`src/rtl/conv_frame_ctrl.sv`:
```
// Sensor frame controller for a 3x3 convolution datapath: pixel counters,
// border-masked window valid, output-valid delay line and per-frame mode latch.
module conv_frame_ctrl #(
  parameter int IMG_W    = 1280,
  parameter int IMG_H    = 960,
  parameter int BORDER   = 10,
  parameter int PIPE_LAT = 3
) (
  input  logic        iCLK,
  input  logic        iRST,
  input  logic        iFVAL,
  input  logic        iDVAL,
  input  logic [1:0]  iMODE,
  input  logic        iMODE_WR,
  output logic        oMODE_ACK,
  output logic [1:0]  oMODE,
  output logic [10:0] oX_Cont,
  output logic [10:0] oY_Cont,
  output logic        oLB_CLKEN,
  output logic        oWIN_VALID,
  output logic        oOUT_DVAL,
  output logic        oFRAME_DONE,
  output logic        oSHORT,
  output logic        oBUSY,
  output logic [15:0] oFRAME_CNT
);

  typedef enum logic [1:0] {IDLE, ACTIVE, FLUSH} state_t;

  localparam int FW = (PIPE_LAT > 1) ? $clog2(PIPE_LAT) : 1;
  localparam logic [FW-1:0] F_LAST = FW'(PIPE_LAT - 1);
  localparam logic [FW-1:0] F_PRE  = FW'((PIPE_LAT > 1) ? PIPE_LAT - 2 : 0);
  localparam logic [10:0] X_LAST = 11'(IMG_W - 1);
  localparam logic [10:0] Y_LAST = 11'(IMG_H - 1);
  localparam logic [10:0] X_LO   = 11'(BORDER);
  localparam logic [10:0] X_HI   = 11'(IMG_W - 1 - BORDER);
  localparam logic [10:0] Y_LO   = 11'(BORDER);
  localparam logic [10:0] Y_HI   = 11'(IMG_H - 1 - BORDER);

  state_t              r_state;
  logic [FW-1:0]       r_fcnt;
  logic [PIPE_LAT-1:0] r_dly;
  logic                r_fval_d;
  logic                r_armed;
  logic                r_pend;
  logic [1:0]          r_pend_mode;

  logic w_rise;
  logic w_end;
  logic w_win;

  // r_armed blocks a frame start on the first cycle after reset, so an
  // iFVAL already high at release is not mistaken for a rising edge.
  assign w_rise     = iFVAL & ~r_fval_d & r_armed;
  assign w_end      = iDVAL & (oX_Cont == X_LAST) & (oY_Cont == Y_LAST);
  assign w_win      = (oX_Cont >= 11'd2) && (oY_Cont >= 11'd2) &&
                      (oX_Cont >= X_LO) && (oX_Cont <= X_HI) &&
                      (oY_Cont >= Y_LO) && (oY_Cont <= Y_HI);
  assign oLB_CLKEN  = (r_state == ACTIVE) & iDVAL;
  assign oOUT_DVAL  = r_dly[PIPE_LAT-1];
  assign oBUSY      = (r_state != IDLE);

  always_ff @(posedge iCLK or posedge iRST) begin
    if (iRST) begin
      r_state     <= IDLE;
      r_fcnt      <= '0;
      r_dly       <= '0;
      r_fval_d    <= 1'b0;
      r_armed     <= 1'b0;
      r_pend      <= 1'b0;
      r_pend_mode <= '0;
      oMODE_ACK   <= 1'b0;
      oMODE       <= '0;
      oX_Cont     <= '0;
      oY_Cont     <= '0;
      oWIN_VALID  <= 1'b0;
      oFRAME_DONE <= 1'b0;
      oSHORT      <= 1'b0;
      oFRAME_CNT  <= '0;
    end else begin
      r_fval_d    <= iFVAL;
      r_armed     <= 1'b1;
      r_dly       <= PIPE_LAT'({r_dly, oLB_CLKEN});
      oMODE_ACK   <= iMODE_WR;
      oWIN_VALID  <= 1'b0;
      oFRAME_DONE <= 1'b0;
      oSHORT      <= 1'b0;

      case (r_state)
        IDLE: begin
          if (w_rise) begin
            r_state <= ACTIVE;
            oX_Cont <= '0;
            oY_Cont <= '0;
            r_pend  <= 1'b0;
            if (r_pend) oMODE <= r_pend_mode;
          end
        end
        ACTIVE: begin
          if (iDVAL) begin
            oWIN_VALID <= w_win;
            if (oX_Cont == X_LAST) begin
              oX_Cont <= '0;
              oY_Cont <= (oY_Cont == Y_LAST) ? '0 : oY_Cont + 11'd1;
            end else begin
              oX_Cont <= oX_Cont + 11'd1;
            end
          end
          if (w_end || !iFVAL) begin
            r_state <= FLUSH;
            r_fcnt  <= '0;
            oSHORT  <= ~w_end;
            if (PIPE_LAT == 1) begin
              oFRAME_DONE <= 1'b1;
              oFRAME_CNT  <= oFRAME_CNT + 16'd1;
            end
          end
        end
        FLUSH: begin
          // Done/count are raised on entry to the last flush cycle so the
          // pulse lines up with the final pixel leaving the delay line.
          if (r_fcnt == F_LAST) begin
            r_state <= IDLE;
          end else begin
            r_fcnt <= r_fcnt + FW'(1);
            if (r_fcnt == F_PRE) begin
              oFRAME_DONE <= 1'b1;
              oFRAME_CNT  <= oFRAME_CNT + 16'd1;
            end
          end
        end
        default: r_state <= IDLE;
      endcase

      // Placed after the frame-start clear so a coincident write stays pending.
      if (iMODE_WR) begin
        r_pend      <= 1'b1;
        r_pend_mode <= (iMODE == 2'd3) ? 2'd0 : iMODE;
      end
    end
  end

endmodule

```
`config.mk`:
```
export PLATFORM = sky130hd
export DESIGN_NAME = conv_frame_ctrl
export DESIGN_NICKNAME = d
export VERILOG_FILES = /design/src/rtl/conv_frame_ctrl.sv
export SDC_FILE = /design/constraint.sdc
export NUM_CORES = 1
export LEC_CHECK = 0
export CORE_ASPECT_RATIO = 1.75
export CORE_UTILIZATION = 33
export DETAILED_ROUTE_END_ITERATION = 10
export SLEW_MARGIN = 40
export SYNTH_ARGS = -nofsm -noshare
export SYNTH_HDL_FRONTEND = slang
export SYNTH_SLANG_ARGS = --single-unit
```
`constraint.sdc`:
```
create_clock -name iCLK -period 1.8 [get_ports iCLK]
set_clock_uncertainty 0.15 [all_clocks]
set_input_delay 0.36 -clock iCLK [delete_from_list [all_inputs] [get_ports iCLK]]
set_output_delay 0.36 -clock iCLK [all_outputs]
set_load 0.01 [all_outputs]
```
==> flow_metrics.tcl <==
set metrics [dict create \
    clockPowerShare 0.270 \
    synth_cells 280 \
    areaGrowthSynthToFinish_pct 62.65 \
    grt_max_degree 26 \
    coreArea_um2 8368 \
    n_fill_cell 763 \
    synth_area_leader_cell "dfrtp_1" \
    required_ns 1.88 \
    clk-insertion-delay-late_ns 0.30 \
    io_buffers 53 \
    path_clk_slew_ns 0.07 \
    dieArea_um2 9051 \
    clockRootBuffer "clkbuf_16" \
    hp-start "r_dly[0]" \
    via_per_inst 5.101 \
    die_h_um 125.1 \
    regArea_um2 1415 \
    drt_iter0_markers 186 \
    avgSynthCellArea_um2 10.21 \
    drtPass1Iterations 4 \
    yosysTopAreaCellShare 0.4904 \
    seq_area_frac_synth 0.4904 \
    status "finished with violations" \
    post_drt_wl_per_cell_um 15.21 \
    period_share 1.051 \
    p_comb_frac 0.359 \
    multiInputGateArea_um2 1597 \
    overflow 0 \
    r2r-start "r_state[0]" \
    peakVddDrop_mv 0.4856 \
    p_leak_uw 0.002192 \
    crit_type "register to register" \
    routed_wl_um 8258 \
    syn-num-nets 296 \
    worstPathCellList "buf_6, nand4bb_1, a21o_2, or4_4, a21oi_2" \
    num_rows 44 \
    cp_max_fo 7 \
    synth_flop_cell "dfrtp_1" \
    hold_class "register to register" \
    netlist_area_um2 2858 \
    synth-async-reset-ratio 1.000 \
    cp-end-kind "register" \
    drive_above_1_share 0.3808 \
    dpl-instance-area_um2 4050 \
    fin_ws_ns -0.09243 \
    crit_start "r_state[0]" \
    power.density_nw_per_um2 897.4 \
    fmax_mhz 528.4 \
    nets 443 \
    fin_area_um2 4648 \
    ioPinCount 54 \
    yosysMostFrequentCell "dfrtp_1" \
    seq_power_share 0.371 \
    p_sw_frac 0.3034 \
    cts.sink_count 56 \
    cts_inserted_buffers 5 \
    crit_arrival_ns 1.97 \
    max_stage_delay_ns 0.53 \
    post-dp-hpwl_um 5865 \
    setup_viol 8 \
    clockBufferDepth 2 \
    grt_usage 0.1909 \
    synth_seq_cells 56 \
    globalplace.congestion 0.8680 \
    maxCapViolations 0 \
    antenna_found_initial 0 \
    ant_nets 0 \
    path_delay_family "simple AND/OR/NAND/NOR gates" \
    ys_warn_count 0 \
    initial_core_util 0.3415 \
    grt_pass1_vias 2826 \
    yosys-top-cells-area "dfrtp_1 49%, ha_1 3.9%, xnor2_1 3.4%" \
    cts_tree "done" \
    worst_hold_slack_ns 0.2053 \
    utilization 0.5555 \
    switchingPower_uw 1265 \
    hold_viol_final 0 \
    ys_types 59 \
    die_width_um 72.35 \
    fin_crit_ns 1.892 \
    rsz0062_at_grt "true" \
    crit_buf_inv 1 \
    reg2reg_slack_ns -0.09 \
    synth-edff-count 0 \
    violations "negative setup slack" \
    synth_commonest_cells "56 x dfrtp_1, 20 x nand2_1, 17 x nand3_1, 17 x nor2_1" \
    drv_slew 0 \
    vias 2770 \
    start_kind "register" \
    cp_slowest_cell "or4_4" \
    p_int_uw 2906 \
    htree_levels 2 \
    grt_pass1_wl_um 13390 \
    n_antenna_cell 0 \
    drc 0 \
]
## logic make-up (layout without fill, tap and decap cells)
family          count (synthesis)  in the layout  synth area share
mux                             5              5           0.01883
fa+ha+maj                       9              9           0.03941
flops                          56             56            0.4904
other cells                     1              1          0.001312
buf+inv                        20            168           0.02714
compound gates                 54             54            0.1314
simple gates                  118            118            0.2395
xor+xnor                       17             17           0.05210
## final cells by class
class	count	area share
Multi-Input combinational cell	204	0.3435
Tap cell	115	0.03096
Timing Repair Buffer	145	0.2721
Sequential cell	56	0.3044
Clock inverter	2	0.008345
Inverter	15	0.01292
Clock buffer	6	0.02773
## repair_timing
action	CTS	global route
setup endpoints to repair	52	37
gates cloned	0	1
gates resized for setup	51	46
pin swaps	11	13
hold buffers	0	0
buffers inserted	19	7
## metrics by stage
| stage | std cells | setup WS [ns] | total power, uW | TNS [ns] |
|---|---|---|---|---|
| floorplan | 280 | -0.1398 | 2169 | -0.1820 |
| global placement | 508 | -0.4112 | 2871 | -6.509 |
| detailed placement | 508 | -0.4766 | 2907 | -7.037 |
| CTS | 535 | -0.07852 | 4084 | -0.2181 |
| global route | 543 | -0.1373 | 4400 | -1.313 |
| finish | 543 | -0.09243 | 4171 | -0.3671 |
## path summary, 6_finish.rpt
path | to | depth (start not counted)
max | oX_Cont[9] | 5
min | r_dly[1] | 0
max reg2reg | oX_Cont[9] | 5
min reg2reg | r_dly[1] | 0
max in group asynchronous | oY_Cont[1] | 3
min in group asynchronous | oFRAME_CNT[15] | 2
## layer usage
| metal | part of all wire | global-route usage |
|---|---|---|
| met3 | 0.032 | 0.03223 |
| met4 | 0.025 | 0.1027 |
| met2 | 0.55 | 0.3419 |
| met1 | 0.39 | 0.2069 |
| met5 | 0 | 0 |
## placed cells by master (no fill, tap or decap), types with 3 or more instances in the layout
master / instances
a21oi_2: 6
and3_1: 6
buf_4: 79
buf_6: 11
clkbuf_16: 5
clkdlybuf4s50_1: 27
dfrtp_1: 45
dfrtp_2: 11
dlygate4sd2_1: 22
ha_1: 7
inv_1: 13
mux2_1: 3
nand2_1: 18
nand3_1: 16
nand4_1: 14
nor2_1: 17
nor3_1: 3
nor3_2: 3
o211ai_1: 4
o21ai_0: 8
o21ai_1: 3
o22ai_2: 3
or3_1: 3
or4_4: 4
xnor2_1: 11
xor2_1: 6
## power by group through the flow
| stage | combinational, uW | clock (uW) | sequential (uW) |
|---|---|---|---|
| 3_3_place_gp | 1280 | 0 | 1590 |
| 5_1_grt | 1640 | 1190 | 1570 |
| 6_report | 1500 | 1130 | 1550 |
| 4_1_cts | 1380 | 1150 | 1550 |
| 2_1_floorplan | 459 | 0 | 1710 |
| 3_5_place_dp | 1310 | 0 | 1600 |
## worst register-to-register path, cell delays in order (launching register included)
cell       delay (ns)
dfrtp_1          0.39
buf_6            0.12
nand4bb_1        0.20
a21o_2           0.31
or4_4            0.53
a21oi_2          0.12
## sequential cells by signal, summed over array words and instances, names as in the netlist
signal,count
r_dly,3
r_fcnt,2
oMODE_ACK,1
r_pend,1
r_armed,1
oMODE,2
oFRAME_DONE,1
r_state,2
r_pend_mode,2
oX_Cont,11
oWIN_VALID,1
oY_Cont,11
oSHORT,1
oFRAME_CNT,16
r_fval_d,1
Note: power is estimated with default switching activity, not from simulation.
